<file path="src/rtl/lifo_stack_arbiter_pkg.sv">
// Shared types and constants for the two-requester LIFO stack arbiter.
// Latency: n/a (types and constants only).
// Backpressure: n/a.
package lifo_arb_pkg;

  localparam int DATA_WIDTH = 16;
  localparam int DEPTH      = 8;
  localparam int LEVEL_W    = 4;

  typedef enum logic [2:0] {
    ST_IDLE,
    ST_CHECK,
    ST_PUSH,
    ST_PEEK,
    ST_CAPTURE,
    ST_POP,
    ST_SETTLE,
    ST_DONE
  } state_t;

  typedef enum logic [1:0] {
    OP_PEEK = 2'b00,
    OP_PUSH = 2'b01,
    OP_POP  = 2'b10,
    OP_RSVD = 2'b11
  } op_t;

  // Requester id (0 = A, 1 = B) to its one-hot position on the 2-bit buses.
  function automatic logic [1:0] id2oh(input logic id);
    return id ? 2'b10 : 2'b01;
  endfunction

endpackage

</file>
<file path="src/rtl/lifo_stack_arbiter_if.sv">
// Requester-side bundle: requests, ops, push data in; grant, done, error, read data out.
// Latency: n/a (wiring only).
// Backpressure: requests are only sampled while the arbiter is idle.
interface lifo_stack_arbiter_if #(
  parameter int DATA_WIDTH = 16
);
  logic [1:0]            Req_In;
  logic [1:0]            Op_A_In;
  logic [1:0]            Op_B_In;
  logic [DATA_WIDTH-1:0] Data_A_In;
  logic [DATA_WIDTH-1:0] Data_B_In;
  logic [1:0]            Gnt_Out;
  logic [1:0]            Done_Out;
  logic [1:0]            Err_Out;
  logic [DATA_WIDTH-1:0] Rd_Data_A_Out;
  logic [DATA_WIDTH-1:0] Rd_Data_B_Out;

  modport master (
    output Req_In, Op_A_In, Op_B_In, Data_A_In, Data_B_In,
    input  Gnt_Out, Done_Out, Err_Out, Rd_Data_A_Out, Rd_Data_B_Out
  );

  modport slave (
    input  Req_In, Op_A_In, Op_B_In, Data_A_In, Data_B_In,
    output Gnt_Out, Done_Out, Err_Out, Rd_Data_A_Out, Rd_Data_B_Out
  );
endinterface

</file>
<file path="src/rtl/lifo_stack_arbiter_rr_arbiter_2.sv">
// Two-way round-robin selector with an internal priority pointer (0 prefers A).
// Latency: grant is combinational from req; pointer updates on the clock after upd_en_i.
// Backpressure: none; the caller decides when a grant is consumed.
module rr_arbiter_2 (
  input  logic       clk,
  input  logic       rst_n,
  input  logic [1:0] req_i,
  input  logic       upd_en_i,
  input  logic       upd_id_i,
  output logic [1:0] gnt_o
);

  logic ptr_q, ptr_d;

  // Contention goes to the pointed-at requester; a lone requester always wins.
  always_comb begin
    gnt_o = req_i;
    if (req_i == 2'b11) begin
      gnt_o = ptr_q ? 2'b10 : 2'b01;
    end
  end

  // After a completed transaction, priority moves to the requester that was not served.
  always_comb begin
    ptr_d = ptr_q;
    if (upd_en_i) begin
      ptr_d = ~upd_id_i;
    end
  end

  // Pointer register; reset favours requester A.
  always_ff @(posedge clk or negedge rst_n) begin
    if (!rst_n) begin
      ptr_q <= 1'b0;
    end else begin
      ptr_q <= ptr_d;
    end
  end

endmodule

</file>
<file path="src/rtl/lifo_stack_arbiter.sv">
// Arbitrates two requesters onto one LIFO stack, sequencing peek/push/pop strobes.
// Latency: request sampled in IDLE to Done pulse: error 2, push 4, peek 4, pop 6 cycles.
// Backpressure: one transaction at a time; requests are ignored outside IDLE, never aborted.
module lifo_stack_arbiter #(
  parameter int DATA_WIDTH = lifo_arb_pkg::DATA_WIDTH,
  parameter int DEPTH      = lifo_arb_pkg::DEPTH
) (
  input  logic                  Clk_In,
  input  logic                  Reset_In,
  lifo_stack_arbiter_if.slave   bus,
  output logic                  Busy_Out,
  output logic [3:0]            Level_Out,
  output logic                  Stack_Push_Out,
  output logic                  Stack_Pop_Out,
  output logic                  Stack_Peek_Out,
  output logic [DATA_WIDTH-1:0] Stack_Data_Out,
  input  logic [DATA_WIDTH-1:0] Stack_Data_In,
  input  logic                  Stack_Empty_In,
  input  logic                  Stack_Full_In
);
  import lifo_arb_pkg::*;

  state_t                state_q, state_d;
  logic                  id_q, id_d;
  op_t                   op_q, op_d;
  logic [DATA_WIDTH-1:0] data_q, data_d;
  logic                  err_q, err_d;
  logic [3:0]            level_q, level_d;
  logic [DATA_WIDTH-1:0] rd_a_q, rd_a_d;
  logic [DATA_WIDTH-1:0] rd_b_q, rd_b_d;

  logic [1:0] arb_gnt;
  logic       arb_upd;

  assign arb_upd = (state_q == ST_DONE);

  rr_arbiter_2 u_rr (
    .clk      (Clk_In),
    .rst_n    (Reset_In),
    .req_i    (bus.Req_In),
    .upd_en_i (arb_upd),
    .upd_id_i (id_q),
    .gnt_o    (arb_gnt)
  );

  // Next-state and datapath updates for the transaction sequencer.
  always_comb begin
    state_d = state_q;
    id_d    = id_q;
    op_d    = op_q;
    data_d  = data_q;
    err_d   = err_q;
    level_d = level_q;
    rd_a_d  = rd_a_q;
    rd_b_d  = rd_b_q;
    case (state_q)
      ST_IDLE: begin
        if (arb_gnt != 2'b00) begin
          id_d    = arb_gnt[1];
          op_d    = arb_gnt[1] ? op_t'(bus.Op_B_In) : op_t'(bus.Op_A_In);
          data_d  = arb_gnt[1] ? bus.Data_B_In : bus.Data_A_In;
          err_d   = 1'b0;
          state_d = ST_CHECK;
        end
      end
      ST_CHECK: begin
        if ((op_q == OP_RSVD) ||
            ((op_q == OP_PUSH) && Stack_Full_In) ||
            (((op_q == OP_POP) || (op_q == OP_PEEK)) && Stack_Empty_In)) begin
          err_d   = 1'b1;
          state_d = ST_DONE;
        end else if (op_q == OP_PUSH) begin
          state_d = ST_PUSH;
        end else begin
          state_d = ST_PEEK;
        end
      end
      ST_PUSH: begin
        if (level_q != 4'(DEPTH)) begin
          level_d = level_q + 4'd1;
        end
        state_d = ST_SETTLE;
      end
      ST_PEEK: begin
        state_d = ST_CAPTURE;
      end
      ST_CAPTURE: begin
        // Stack read data is valid the cycle after the peek strobe.
        if (id_q) begin
          rd_b_d = Stack_Data_In;
        end else begin
          rd_a_d = Stack_Data_In;
        end
        state_d = (op_q == OP_POP) ? ST_POP : ST_DONE;
      end
      ST_POP: begin
        if (level_q != 4'd0) begin
          level_d = level_q - 4'd1;
        end
        state_d = ST_SETTLE;
      end
      ST_SETTLE: begin
        state_d = ST_DONE;
      end
      ST_DONE: begin
        state_d = ST_IDLE;
      end
      default: begin
        state_d = ST_IDLE;
      end
    endcase
  end

  // State and datapath registers; reset drops any transaction in flight.
  always_ff @(posedge Clk_In or negedge Reset_In) begin
    if (!Reset_In) begin
      state_q <= ST_IDLE;
      id_q    <= 1'b0;
      op_q    <= OP_PEEK;
      data_q  <= '0;
      err_q   <= 1'b0;
      level_q <= 4'd0;
      rd_a_q  <= '0;
      rd_b_q  <= '0;
    end else begin
      state_q <= state_d;
      id_q    <= id_d;
      op_q    <= op_d;
      data_q  <= data_d;
      err_q   <= err_d;
      level_q <= level_d;
      rd_a_q  <= rd_a_d;
      rd_b_q  <= rd_b_d;
    end
  end

  // Outputs decode from registered state only, so strobes are exclusive and glitch-free.
  always_comb begin
    Busy_Out          = (state_q != ST_IDLE);
    bus.Gnt_Out       = Busy_Out ? id2oh(id_q) : 2'b00;
    bus.Done_Out      = (state_q == ST_DONE) ? id2oh(id_q) : 2'b00;
    bus.Err_Out       = ((state_q == ST_DONE) && err_q) ? id2oh(id_q) : 2'b00;
    bus.Rd_Data_A_Out = rd_a_q;
    bus.Rd_Data_B_Out = rd_b_q;
    Level_Out         = level_q;
    Stack_Push_Out    = (state_q == ST_PUSH);
    Stack_Pop_Out     = (state_q == ST_POP);
    Stack_Peek_Out    = (state_q == ST_PEEK);
    Stack_Data_Out    = Stack_Push_Out ? data_q : '0;
  end

endmodule

</file>
<file path="src/flat_wrapper.sv">
// flat-port wrapper written by rule: the top's interface ports become plain ports
module lifo_stack_arbiter_flat import lifo_arb_pkg::*;
#(
  parameter int DATA_WIDTH = lifo_arb_pkg::DATA_WIDTH,
  parameter int DEPTH      = lifo_arb_pkg::DEPTH
)
  (Clk_In, Reset_In, Busy_Out, Level_Out, Stack_Push_Out, Stack_Pop_Out, Stack_Peek_Out, Stack_Data_Out, Stack_Data_In, Stack_Empty_In, Stack_Full_In, bus_Req_In, bus_Op_A_In, bus_Op_B_In, bus_Data_A_In, bus_Data_B_In, bus_Gnt_Out, bus_Done_Out, bus_Err_Out, bus_Rd_Data_A_Out, bus_Rd_Data_B_Out);
  lifo_stack_arbiter_if #(.DATA_WIDTH(DATA_WIDTH)) bus_i ();
  input  logic Clk_In;
  input  logic Reset_In;
  output logic Busy_Out;
  output logic [3:0] Level_Out;
  output logic Stack_Push_Out;
  output logic Stack_Pop_Out;
  output logic Stack_Peek_Out;
  output logic [DATA_WIDTH-1:0] Stack_Data_Out;
  input  logic [DATA_WIDTH-1:0] Stack_Data_In;
  input  logic Stack_Empty_In;
  input  logic Stack_Full_In;
  input wire logic [$bits(bus_i.Req_In)-1:0] bus_Req_In;
  input wire logic [$bits(bus_i.Op_A_In)-1:0] bus_Op_A_In;
  input wire logic [$bits(bus_i.Op_B_In)-1:0] bus_Op_B_In;
  input wire logic [$bits(bus_i.Data_A_In)-1:0] bus_Data_A_In;
  input wire logic [$bits(bus_i.Data_B_In)-1:0] bus_Data_B_In;
  output wire logic [$bits(bus_i.Gnt_Out)-1:0] bus_Gnt_Out;
  output wire logic [$bits(bus_i.Done_Out)-1:0] bus_Done_Out;
  output wire logic [$bits(bus_i.Err_Out)-1:0] bus_Err_Out;
  output wire logic [$bits(bus_i.Rd_Data_A_Out)-1:0] bus_Rd_Data_A_Out;
  output wire logic [$bits(bus_i.Rd_Data_B_Out)-1:0] bus_Rd_Data_B_Out;
  assign bus_i.Req_In = bus_Req_In;
  assign bus_i.Op_A_In = bus_Op_A_In;
  assign bus_i.Op_B_In = bus_Op_B_In;
  assign bus_i.Data_A_In = bus_Data_A_In;
  assign bus_i.Data_B_In = bus_Data_B_In;
  assign bus_Gnt_Out = bus_i.Gnt_Out;
  assign bus_Done_Out = bus_i.Done_Out;
  assign bus_Err_Out = bus_i.Err_Out;
  assign bus_Rd_Data_A_Out = bus_i.Rd_Data_A_Out;
  assign bus_Rd_Data_B_Out = bus_i.Rd_Data_B_Out;
  lifo_stack_arbiter #(.DATA_WIDTH(DATA_WIDTH), .DEPTH(DEPTH)) u_core (.Clk_In(Clk_In), .Reset_In(Reset_In), .bus(bus_i), .Busy_Out(Busy_Out), .Level_Out(Level_Out), .Stack_Push_Out(Stack_Push_Out), .Stack_Pop_Out(Stack_Pop_Out), .Stack_Peek_Out(Stack_Peek_Out), .Stack_Data_Out(Stack_Data_Out), .Stack_Data_In(Stack_Data_In), .Stack_Empty_In(Stack_Empty_In), .Stack_Full_In(Stack_Full_In));
endmodule
</file>
<file path="config.mk">
export PLATFORM = sky130hd
export DESIGN_NAME = lifo_stack_arbiter_flat
export DESIGN_NICKNAME = d
export VERILOG_FILES = /design/src/rtl/lifo_stack_arbiter_pkg.sv /design/src/rtl/lifo_stack_arbiter_if.sv /design/src/rtl/lifo_stack_arbiter_rr_arbiter_2.sv /design/src/rtl/lifo_stack_arbiter.sv /design/src/flat_wrapper.sv
export SDC_FILE = /design/constraint.sdc
export NUM_CORES = 1
export LEC_CHECK = 0
export CORE_MARGIN = 10
export CORE_UTILIZATION = 31
export CTS_BUF_LIST = sky130_fd_sc_hd__clkbuf_8
export DETAILED_ROUTE_END_ITERATION = 7
export PLACE_DENSITY = 0.66
export SYNTH_ARGS = -nofsm -noshare
export SYNTH_HDL_FRONTEND = slang
export SYNTH_SLANG_ARGS = --single-unit
</file>
<file path="constraint.sdc">
create_clock -name Clk_In -period 3.65 [get_ports Clk_In]
set_input_delay 0.73 -clock Clk_In [delete_from_list [all_inputs] [get_ports Clk_In]]
set_output_delay 0.73 -clock Clk_In [all_outputs]
set_load 0.05 [all_outputs]
</file>
# Word level (Yosys, flattened, before mapping)
# Cells that the tools add are included.
# totals
register_bits,60
in_bits,58
word_cells,67
# op_classes
addsub,2
eq_ne,16
muxes,20
bitwise,1
n_reduce_logical,19
# ops
op,count
$mux 16,2
$pmux 3 s7,1
$mux 2,8
$eq 3x3->1 const B,4
$mux 4,2
$ne 2x1->1 const B,4
$pmux 4 s2,1
$eq 2x2->1 const B,3
$eq 3x2->1 const B,2
$mux 3,2
$reduce_and 2->1,3
$reduce_and 3->1,2
$reduce_bool 2->1,3
$add 4x1->4 const B,1
$ne 4x4->1 const B,1
$reduce_bool 4->1,1
$sub 4x1->4 const B,1
$eq 3x1->1 const B,1
$logic_and 1x1->1,3
$logic_not 3->1,1
$logic_or 1x1->1,3
$mux 1,3
$reduce_bool 3->1,1
$eq 2x1->1 const B,1
other kinds (4),4

# Logic depth before layout (Yosys ltp)
# Gate-level depths: netlist of run 1.
# logic_depth
ltp_word,6
depth_mapped,7

# Cells and area by module
# From an unflattened synthesis of run 1, not the netlist that was laid out.
# unflattened
hier_cells,243
area_unflattened_um2,2811.4
# modules_own_cells
mod,n_inst,cells_each,area_each_um2
lifo_stack_arbiter,1,237,2758.9
rr_arbiter_2,1,6,52.6

# Worst setup path before layout of run 1
# No wires, ideal clock.
# synth_path
path_type,reg2out
from,register u_core.state_q[0]
to,output Stack_Data_Out[10]
arrival_time_ps,1882
required_time_ps,2920
setup_slack_ps,1038
path_stages_with_launch,5
path_cell_list,dfrtp_1 > buf_6 > nor3b_4 > clkbuf_1 > and2_1
# synth_between
elab_chain_len,2
# synth_lines
element,line_no,source
"start, declared",lifo_stack_arbiter.sv:23,"state_t state_q, state_d;"
"start signal, assigned",lifo_stack_arbiter.sv:126,state_q <= state_d;
$eq 3x2->1,lifo_stack_arbiter.sv:146,Stack_Push_Out = (state_q == ST_PUSH);
named net Stack_Push_Out,flat_wrapper.sv:13,output logic Stack_Push_Out;
$mux 16,lifo_stack_arbiter.sv:149,Stack_Data_Out = Stack_Push_Out ? data_q : '0;
"end, declared",flat_wrapper.sv:16,output logic [DATA_WIDTH-1:0] Stack_Data_Out;
# The timed path passes the listed nets, and every way through them passes these cells.

# Final worst setup path of run 1
# layout_path
from,register u_core.state_q[0]
to,output Stack_Data_Out[7]
# layout_between
elab_chain_len,2
# layout_lines
element,line_no
$eq 3x2->1,lifo_stack_arbiter.sv:146
$mux 16,lifo_stack_arbiter.sv:149
# Every way passes these cells.

==> impl_results.md, run 1 <==
* Critical Path AT at between 2 and 3 ns
* Post-DR vias/cell at 4.785
* Post-CTS setup buffer count at 0
* Synth Register Bits at 60
* DRT iter0 DRCs at 83
* Layout cell share with drive strength beyond 1 at 0.1571
* Worst slew pin tran at 1.074 ns
* Critical Path Fanout Max at 18
* Adder-Cell Fraction of Synth Area at 0.01490
* Final Hold Viols at 0
* Synth Instances at 264
* TritonCTS clock tree: done
* IO Port Bufs at about 120
* Worst relative slew slack at 0.2837
* Synth Area in XOR/XNOR at 0.002897
* Fin util at 0.4773
* WL final at 8841 µm
* DRC viols at 0
* Startpoint types: register
* Pwr Density at 998.1 mW/mm²
* Largest family of logic cells by synthesized area: multiplexers
* Vias at 2445
* Post-synthesis mux area share at 0.1548
* Layout Nets at 438
* LEAKAGE at 1.818 nW
* Final ANT Viol Nets at 0
* Post-layout min period at 3.272 ns
* Core box area at 0.009371 mm²
* CTS H-tree depth at 3
* DIE AREA at between 0.01 and 0.015 mm²
* Grt ovf at 0
* Die W at 118.8 µm
* Synth-to-Final Area Change at 47.97%
* Number of warnings issued by yosys at 0
* Most common cell after layout, fill and taps aside: clkdlybuf4s50_1
* Clk slew on worst S/H paths at 0.07 ns
* Initial antenna violation count at 0
* WL per Instance at 17.30 µm
* CTS resizes at 0
* Critical path class: reg -> out
* Die Y at around 120 µm
* VDD IR-drop max at 0.3494 mV
* Status: completed
* Maxcap violations at 0
* GRT Util Overall at 0.1247
* Cell Area, Synth at 0.003023 mm²
* Largest net degree at the start of global routing at 50
* Simple-gate share of the synthesized area at 0.1403
* Seq/Total Area, Yosys at 0.4967
* Vias in the first global route at ~2700
* CTS max path bufs at 2
* Root buf cell: clkbuf_8
* Pre-Repair DR Iteration Count at 4
* Crit path required time at just under 3 ns
* Starting Density at 0.3226
* Ports at 120
* Fin crit share at 0.8964
* Commonest cells after routing, fill and taps aside: clkdlybuf4s50_1, dfrtp_1, a21oi_1
* CTS Sinks at 60
* First-pass GRT wire length at 14340 µm
* Clock skew at 0.007647 ns
* Placer Congestion at roughly 0.8
* Setup_tns at 0 ns
* RSZ-0062 raised after global routing: false
* R2R setup slack at 1.20 ns
* Core Rows at 35
* Clock Latency Late Sink at 0.33 ns
* Hold bufs inserted after CTS at 0
* Synth Area in Compound Gates at 0.1362
* Syn avg cell area at 11.45 µm²
* TritonCTS buffer count at 9
* CP endpoint kind: output port
* Syn Nets at 325
* Max Clk Rate at ~310 MHz
* Ant diodes at 0
* Slew Viols, Final at 0
* Post-synthesis cell type count at 40
* Final setup fails at 0
* Dpl hpwl at 6537 µm
* Worst min path class: in -> async
## metrics by stage
step / worst slack, ns / total power [mW] / hold slack, ns / std cells / instance area (µm²)
finish: 0.3783 / 4.465 / 0.2612 / 511 / 4473
global route: 0.2149 / 4.732 / 0.2547 / 511 / 4473
detailed placement: 0.6929 / 3.891 / 0.4825 / 495 / 4270
floorplan: 1.038 / 3.064 / 0.4344 / 264 / 3023
global placement: 0.7627 / 3.850 / 0.4833 / 495 / 4270
CTS: 0.3315 / 4.517 / 0.2527 / 511 / 4473
## cells by family after synthesis
family	count (synthesis)
AND/OR/NAND/NOR	65
flip-flops	60
buffers and inverters	30
XOR/XNOR	1
multiplexers	34
adder cells (fa/ha/maj)	3
AO/OA/AOI/OAI	71
## area by class of cell
cell class	count	area [µm²]
Fill cell	899	4898
Sequential cell	60	1501
Multi-Input combinational cell	174	1358
Timing Repair Buffer	123	1216
Tap cell	129	161.4
Clock buffer	11	151.4
Clock inverter	5	51.30
Inverter	9	33.78
## registers in the layout, indices dropped and copies added, names as in the netlist
name                      cells
u_core.data_q                16
u_core.bus.Rd_Data_B_Out     16
u_core.err_q                  1
u_core.u_rr.ptr_q             1
u_core.state_q                3
u_core.id_q                   1
u_core.Level_Out              4
u_core.op_q                   2
u_core.bus.Rd_Data_A_Out     16
## report_power, final
part | switching, mW | internal [mW]
logic | 1.56 | 1.03
registers | 0.252 | 1.01
clock network | 0.262 | 0.348
total | 2.08 | 2.39
## final timing paths
path                                   startpoint                           to  depth (start not counted)
worst min-delay path                     Reset_In             u_core.data_q[6]                          1
worst min register to register  u_core.u_rr.ptr_q            u_core.u_rr.ptr_q                          2
min in group Clk_In             u_core.u_rr.ptr_q            u_core.u_rr.ptr_q                          2
worst max-delay path            u_core.state_q[0]            Stack_Data_Out[7]                          3
max in group asynchronous                Reset_In  u_core.bus.Rd_Data_B_Out[7]                          2
worst max register to register  u_core.state_q[0]                  u_core.id_q                          4
## per-layer routing
layer | wire length, µm | vias to the layer above | track usage
li1 | - | 1172 | -
met1 | 3614 | 1199 | 0.1382
met2 | 4558 | 66 | 0.2154
met3 | 572 | 8 | 0.04664
met4 | 95 | 0 | 0.04046
met5 | 0 | - | 0
## worst max-delay path: stages (launching register included)
cell and delay, ns:
dfrtp_1 0.51, nor3b_4 0.67, and2_1 0.22, clkdlybuf4s50_1 0.82
## synthesized netlist by cell type, drive strengths merged
| library cell | number | area (µm²) |
|---|---|---|
| fa | 1 | 20.02 |
| or2 | 1 | 6.260 |
| or4b | 1 | 10.01 |
| a21oi | 21 | 105.1 |
| o21ba | 1 | 10.01 |
| clkbuf | 9 | 33.78 |
| and2 | 17 | 106.4 |
| mux4 | 1 | 22.52 |
| a31oi | 19 | 118.9 |
| o21ai | 20 | 100.1 |
| nand2b | 2 | 12.51 |
| a211oi | 3 | 22.52 |
| mux2 | 32 | 435.4 |
| nor3b | 1 | 18.77 |
| xnor2 | 1 | 8.760 |
| nor2 | 11 | 43.80 |
| or4 | 1 | 7.510 |
| buf | 12 | 96.33 |
| dfrtp | 60 | 1501 |
| mux2i | 1 | 10.01 |
| or3b | 1 | 8.760 |
| nor3 | 5 | 30.03 |
| nand3b | 19 | 146.4 |
| o211ai | 1 | 7.510 |
| a21o | 1 | 7.510 |
| inv | 9 | 33.78 |
| nand2 | 2 | 7.510 |
| ha | 2 | 25.02 |
| a21boi | 1 | 7.510 |
| and3 | 3 | 18.77 |
| o32ai | 2 | 17.52 |
| and2b | 1 | 7.510 |
| o22ai | 1 | 6.260 |
| a221oi | 1 | 8.760 |
No activity file was read; power rests on OpenSTA's default activity.
==> run 2: changes to the inputs <==
--- a/config.mk
+++ b/config.mk
@@ -9,7 +9,8 @@
 export CORE_UTILIZATION = 31
 export CTS_BUF_LIST = sky130_fd_sc_hd__clkbuf_8
 export DETAILED_ROUTE_END_ITERATION = 7
-export PLACE_DENSITY = 0.66
+export DONT_BUFFER_PORTS = 1
+export PLACE_DENSITY = 0.51
 export SYNTH_ARGS = -nofsm -noshare
 export SYNTH_HDL_FRONTEND = slang
 export SYNTH_SLANG_ARGS = --single-unit
==> run 2 against run 1 <==
Compared with the run above: sequential power rose by 60%; non-clock buffer count is 121 lower; design area is 26% lower; utilization decreased by 13 points; register-to-register slack got worse by 0.19 ns; sequential share of layout area grew 12 points; clock power rose by 8.2%; first-iteration DRC count is 55% higher; die area is the same; critical path depth stayed put; setup slack better by 0.48 ns; global-route usage fell by 1.3 points.
==> impl_results.md, run 2 (synthesized netlist as in run 1, its figures left out) <==
* Non-Filler Instances at 390 (-24%)
* First-pass GRT wire length at 12490 µm (-13%)
* Core Rows at 35 (unchanged)
* Largest net degree at the start of global routing at 61 (+22%)
* Layout Nets at 317 (-28%)
* R2R Path Start: u_core.state_q[1]
* R2r worst-path depth at 6 (+2)
* Final Hold Viols at 0 (unchanged)
* Worst min path class: in -> async
* Max incr delay on CP at 0.76 ns (-0.06 ns)
* CP endpoint kind: output port
* CP Cell Sequence: and3_1 > nand2_1 > nor2_1
* Die W at 118.8 µm (unchanged)
* Placer Congestion at 0.7554 (-5.9%)
* Worst slew pin tran at 1.094 ns (+0.01969 ns)
* DRT iter0 DRCs at 129 (+55%)
* DRC viols at 0 (unchanged)
* Worst hold slack at 0.07655 ns (-0.1846 ns)
* TritonCTS clock tree: done
* VDD IR-drop max at 0.5734 mV (+64%)
* Clk slew on worst S/H paths at 0.08 ns (about the same)
* TritonCTS buffer count at 9 (unchanged)
* CP Capture Point: bus_Err_Out[0]
* Ant diodes at 0 (unchanged)
* Critical Path Fanout Max at 10 (-8)
* Pre-Repair DR Iteration Count at 4 (unchanged)
* Critical R2R Capture: u_core.Level_Out[3]
* Status: completed
* Layout cell share with drive strength beyond 1 at 0.2299 (+0.07282)
* Worst relative slew slack at 0.2706 (-0.01313)
* Dpl hpwl at 5754 µm (-12%)
* Post-DR vias/cell at 5.105 (+6.7%)
* Initial antenna violation count at 0 (unchanged)
* Fin crit share at 0.7657 (-0.1307)
* RSZ-0062 raised after global routing: false
* LEAKAGE at 1.360 nW (-25%)
* Final worst slack at 0.8553 ns (+0.4771 ns)
* Slew Viols, Final at 0 (unchanged)
* Maxcap violations at 0 (unchanged)
* R2R setup slack at 1.01 ns (-0.19 ns)
* CP Depth at 3 (unchanged)
* Vias in the first global route at 2057 (-25%)
* Place WS at 1.001 ns (+0.3078 ns)
* Ports at 120 (unchanged)
* Clock Latency Late Sink at 0.34 ns (about the same)
* Commonest cells after routing, fill and taps aside: dfrtp_1, a21oi_1, mux2_4, o21ai_0, a31oi_1
* IO Port Bufs at 0 (-100%)
* Post-route cell area at 0.003294 mm² (-26%)
* GRT Util Overall at 0.1118 (-0.01286)
* Synth-to-Final Area Change at 8.982%
* Post-CTS setup buffer count at 0 (unchanged)
* Placed Area at 0.003079 mm² (-28%)
* Delay-heaviest family, CP: simple AND/OR/NAND/NOR gates
* Most common cell after layout, fill and taps aside: dfrtp_1
* Critical path class: reg -> out
* Die Y at 118.8 µm (unchanged)
* Placed insts at 374 (-24%)
* Starting Density at 0.3226 (unchanged)
* Pwr Density at 1184 mW/mm² (+19%)
* WL final at 8049 µm (-9.0%)
* CTS H-tree depth at 3 (unchanged)
* Slowest CP cell: nor2_1
* Critical Path AT at 2.06 ns (-0.48 ns)
* DIE AREA at 0.01410 mm² (unchanged)
* CTS Sinks at 60 (unchanged)
* Final setup fails at 0 (unchanged)
* CP Launch Point: u_core.state_q[0]
* Core box area at 0.009371 mm² (unchanged)
* Post-layout min period at 2.795 ns (-0.4771 ns)
* CTS max path bufs at 2 (unchanged)
* Grt ovf at 0 (unchanged)
* Final ANT Viol Nets at 0 (unchanged)
* Startpoint types: register
* Max Clk Rate at 357.8 MHz (+17%)
* Clock skew at 0.006644 ns (-0.001003 ns)
* Hold bufs inserted after CTS at 0 (unchanged)
* WP buf/inv at 0 (-1)
* Vias at 1991 (-19%)
* Root buf cell: clkbuf_8
* CTS resizes at 0 (unchanged)
* Setup_tns at 0 ns (unchanged)
* WL per Instance at 20.64 µm (+19%)
* Crit path required time at 2.92 ns (about the same)
==> run 2: cell count changes in the layout (fill, tap and decap cells not counted) <==
cell | previous run | this run
clkbuf_8 | 11 | 9
clkinv_2 | 2 | 3
clkinv_4 | 0 | 1
buf_2 | 1 | 0
buf_4 | 4 | 2
clkdlybuf4s50_1 | 118 | 0
bufinv_16 | 1 | 2
nor3_2 | 1 | 3
inv_1 | 10 | 9
nor3_1 | 4 | 2
==> run 2: cell type report <==
type,instances,area (µm²)
fillers,996,6077
flip-flops and latches,60,1501
multi-input cells,174,1368
well taps,129,161.4
clock buffers,9,123.9
clock inverters,7,91.34
inverters,9,33.78
repair buffers,2,15.01
==> run 2: per-layer routing <==
layer	wire (µm)	vias to the layer above	track usage
met5	0	-	0
met4	77	0	0.03282
met3	1086	9	0.08091
met2	3537	86	0.1570
met1	3347	965	0.1316
li1	-	931	-
==> run 2: per-stage QoR <==
step	util	total power, mW
after global placement	0.3286	3.267
final	0.3515	3.901
after detailed placement	0.3286	3.282
after CTS	0.3515	3.959
after floorplan	-	3.064
after global routing	0.3515	4.128
==> run 2: worst min path at each step <==
stage,startpoint,endpoint,slack (ns),depth (start not counted)
global route,Reset_In,u_core.bus.Rd_Data_A_Out[15],0.05,0
detailed placement,Reset_In,u_core.Level_Out[2],0.44,0
global placement,Reset_In,u_core.Level_Out[2],0.44,0
CTS,Reset_In,u_core.data_q[6],0.05,0
floorplan,Reset_In,u_core.Level_Out[0],0.43,0
finish,Reset_In,u_core.bus.Rd_Data_A_Out[15],0.08,0
==> run 2: worst register-to-register path: stages, from the launching register on <==
cell	delay, ns
dfrtp_1	0.48
nand3b_2	0.34
inv_1	0.49
ha_1	0.34
a21o_1	0.17
a21oi_1	0.18
mux4_2	0.51
==> run 2: where the power goes <==
group / internal, mW / switching, mW / total (mW)
clock network: 0.382 / 0.278 / 0.660
registers: 0.991 / 1.02 / 2.01
logic: 0.536 / 0.691 / 1.23
total: 1.91 / 1.99 / 3.90
==> run 3: changes to the inputs <==
--- a/config.mk
+++ b/config.mk
@@ -10,7 +10,7 @@
 export CTS_BUF_LIST = sky130_fd_sc_hd__clkbuf_8
 export DETAILED_ROUTE_END_ITERATION = 7
 export DONT_BUFFER_PORTS = 1
-export PLACE_DENSITY = 0.51
+export PLACE_DENSITY = 0.52
 export SYNTH_ARGS = -nofsm -noshare
 export SYNTH_HDL_FRONTEND = slang
 export SYNTH_SLANG_ARGS = --single-unit
==> constraint.sdc (replaced) <==
create_clock -name Clk_In -period 2.4 [get_ports Clk_In]
set_input_delay 0.48 -clock Clk_In [delete_from_list [all_inputs] [get_ports Clk_In]]
set_output_delay 0.48 -clock Clk_In [all_outputs]
set_load 0.05 [all_outputs]
==> run 3 against run 2 <==
Compared with the run above: clock power increased by 30%; design area increased by 15%; global-route usage is 0.22 points higher; count of clock-buffer cells in the layout unchanged; clock skew up 0.0021 ns; largest cell class unchanged; critical path type unchanged.
==> impl_results.md, run 3 (synthesized netlist as in run 1, its figures left out) <==
* WL per Instance at 18.93 µm (-8.3%)
* Largest net degree at the start of global routing at 61 (unchanged)
* Final Hold Viols at 0 (unchanged)
* CP Cell Sequence: buf_4 > nor3b_4 > buf_4 > and2_1 > buf_12
* Ant diodes at 0 (unchanged)
* Final ANT Viol Nets at 0 (unchanged)
* GRT Util Overall at 0.1140 (+0.002186)
* Vias in the first global route at 2312 (+12%)
* Post-DR vias/cell at 5.054 (-1.0%)
* Fin crit share at 0.9135
* Multi-input combinational cell area at 0.001368 mm² (unchanged)
* CTS H-tree depth at 3 (unchanged)
* Fin util at 0.4025 (+0.05100)
* FF+latch area at 0.001501 mm² (unchanged)
* Post-layout min period at 2.192 ns
* Die W at 118.8 µm (unchanged)
* IO Port Bufs at 0 (unchanged)
* Post-CTS setup buffer count at 0 (unchanged)
* Slew Viols, Final at 0 (unchanged)
* LEAKAGE at 1.594 nW (+17%)
* Worst relative slew slack at 0.6416 (+0.3710)
* Max Clk Rate at 456.1 MHz
* Vias at 2163 (+8.6%)
* Worst min path class: in -> async
* Placer Congestion at 0.7474 (-1.1%)
* Root buf cell: clkbuf_8
* CP endpoint kind: output port
* Power after layout at 6.260 mW (+60%)
* VDD IR-drop max at 0.5469 mV (-4.6%)
* CP most frequent cell: buf_4
* Delay-heaviest family, CP: buffers and inverters
* Hold bufs inserted after CTS at 1 (+1)
* Die Y at 118.8 µm (unchanged)
* Worst slew pin tran at 0.5370 ns (-0.5570 ns)
* Grt ovf at 0 (unchanged)
* Ports at 120 (unchanged)
* Layout cell share with drive strength beyond 1 at 0.3244 (+0.09453)
* DIE AREA at 0.01410 mm² (unchanged)
* Starting Density at 0.3226 (unchanged)
* CTS resizes at 0 (unchanged)
* Core Rows at 35 (unchanged)
* Clock skew at 0.008778 ns (+0.002135 ns)
* Pwr Density at 1659 mW/mm² (+40%)
* Crit path required time at 1.92 ns (-1.00 ns)
* Layout Nets at 355 (+12%)
* Synth-to-Final Area Change at 24.79%
* Commonest cells after routing, fill and taps aside: dfrtp_1, buf_4, a21oi_1
* CTS max path bufs at 2 (unchanged)
* Maxcap violations at 0 (unchanged)
* Final setup fails at 0 (unchanged)
* DRC viols at 0 (unchanged)
* Dpl hpwl at 5834 µm (+1.4%)
* Status: completed
* TritonCTS clock tree: done
* Fillers at 950 (-4.6%)
* Startpoint types: register
* Clk slew on worst S/H paths at 0.06 ns (-0.02 ns)
* Critical Path AT at 1.71 ns (-0.35 ns)
* First-pass GRT wire length at 12740 µm (+2.0%)
* Max incr delay on CP at 0.39 ns (-0.37 ns)
* WL final at 8100 µm (+0.63%)
* Clock Latency Late Sink at 0.34 ns (about the same)
* CTS Sinks at 60 (unchanged)
* Setup_tns at 0 ns (unchanged)
* Most common cell after layout, fill and taps aside: dfrtp_1
* TritonCTS buffer count at 9 (unchanged)
* Critical Path Fanout Max at 24 (+14)
* Initial antenna violation count at 0 (unchanged)
* Slowest CP cell: dfrtp_1
* Core box area at 0.009371 mm² (unchanged)
* Critical path class: reg -> out
* WP buf/inv at 3 (+3)
* RSZ-0062 raised after global routing: false
* DRT iter0 DRCs at 109 (-16%)
* Pre-Repair DR Iteration Count at 4 (unchanged)
## run 3: cell types whose count changed in the layout (fill, tap and decap cells not counted), sizes merged
cell      before  now
buf            2   40
bufinv         2    1
clkinv         4    3
clkinvlp       1    2
inv            9   10
## run 3: path summary, 6_finish.rpt
| kind | from | end | slack, ns | cells after the start |
|---|---|---|---|---|
| worst max-delay path | u_core.state_q[0] | Stack_Data_Out[4] | 0.21 | 5 |
| worst min-delay path | Reset_In | u_core.Level_Out[0] | 0.007 | 1 |
| worst max register to register | u_core.state_q[1] | u_core.Level_Out[3] | 0.43 | 6 |
| worst min register to register | u_core.u_rr.ptr_q | u_core.u_rr.ptr_q | 0.51 | 2 |
| max in group asynchronous | Reset_In | u_core.bus.Rd_Data_A_Out[1] | 2.13 | 1 |
| min in group Clk_In | Stack_Data_In[15] | u_core.bus.Rd_Data_B_Out[15] | 0.29 | 1 |
## run 3: metal layers
| metal | vias up | GRT usage | part of all wire |
|---|---|---|---|
| met2 | 96 | 0.1753 | 0.46 |
| met4 | 0 | 0.03664 | 0.010 |
| li1 | 1006 | - | - |
| met1 | 1053 | 0.1155 | 0.37 |
| met5 | - | 0 | 0 |
| met3 | 8 | 0.09091 | 0.16 |
## run 3: per-stage QoR
stage / setup slack, ns / cells / instance area [µm²] / hold slack, ns
2_1_floorplan: 0.009692 / 264 / 3027 / 0.1844
3_3_place_gp: 0.4658 / 411 / 3561 / 0.1874
3_5_place_dp: 0.4308 / 411 / 3561 / 0.1869
4_1_cts: 0.1522 / 428 / 3772 / 0.003672
5_1_grt: 0.1194 / 428 / 3772 / 0.01079
6_report: 0.2075 / 428 / 3772 / 0.006802
## run 3: area by class of cell
type                            count  share of cell area
Tap cell                          129             0.04279
Clock buffer                        9             0.03284
Clock inverter                      7             0.01592
Sequential cell                    60              0.3980
Multi-Input combinational cell    174              0.3625
Timing Repair Buffer               40              0.1380
Inverter                            9            0.009950
## run 3: worst reg2reg max path: stages, from the launching register on
cell and delay (ns):
dfrtp_1 0.37, nand3b_2 0.24, clkinvlp_4 0.13, ha_1 0.23, a21o_1 0.17, a21oi_1 0.19
mux4_2 0.52
## run 3: where the power goes
part           switching [mW]  internal, mW
Combinational            1.36          1.19
Clock                   0.391         0.466
Sequential               1.34          1.51
Total                    3.10          3.16
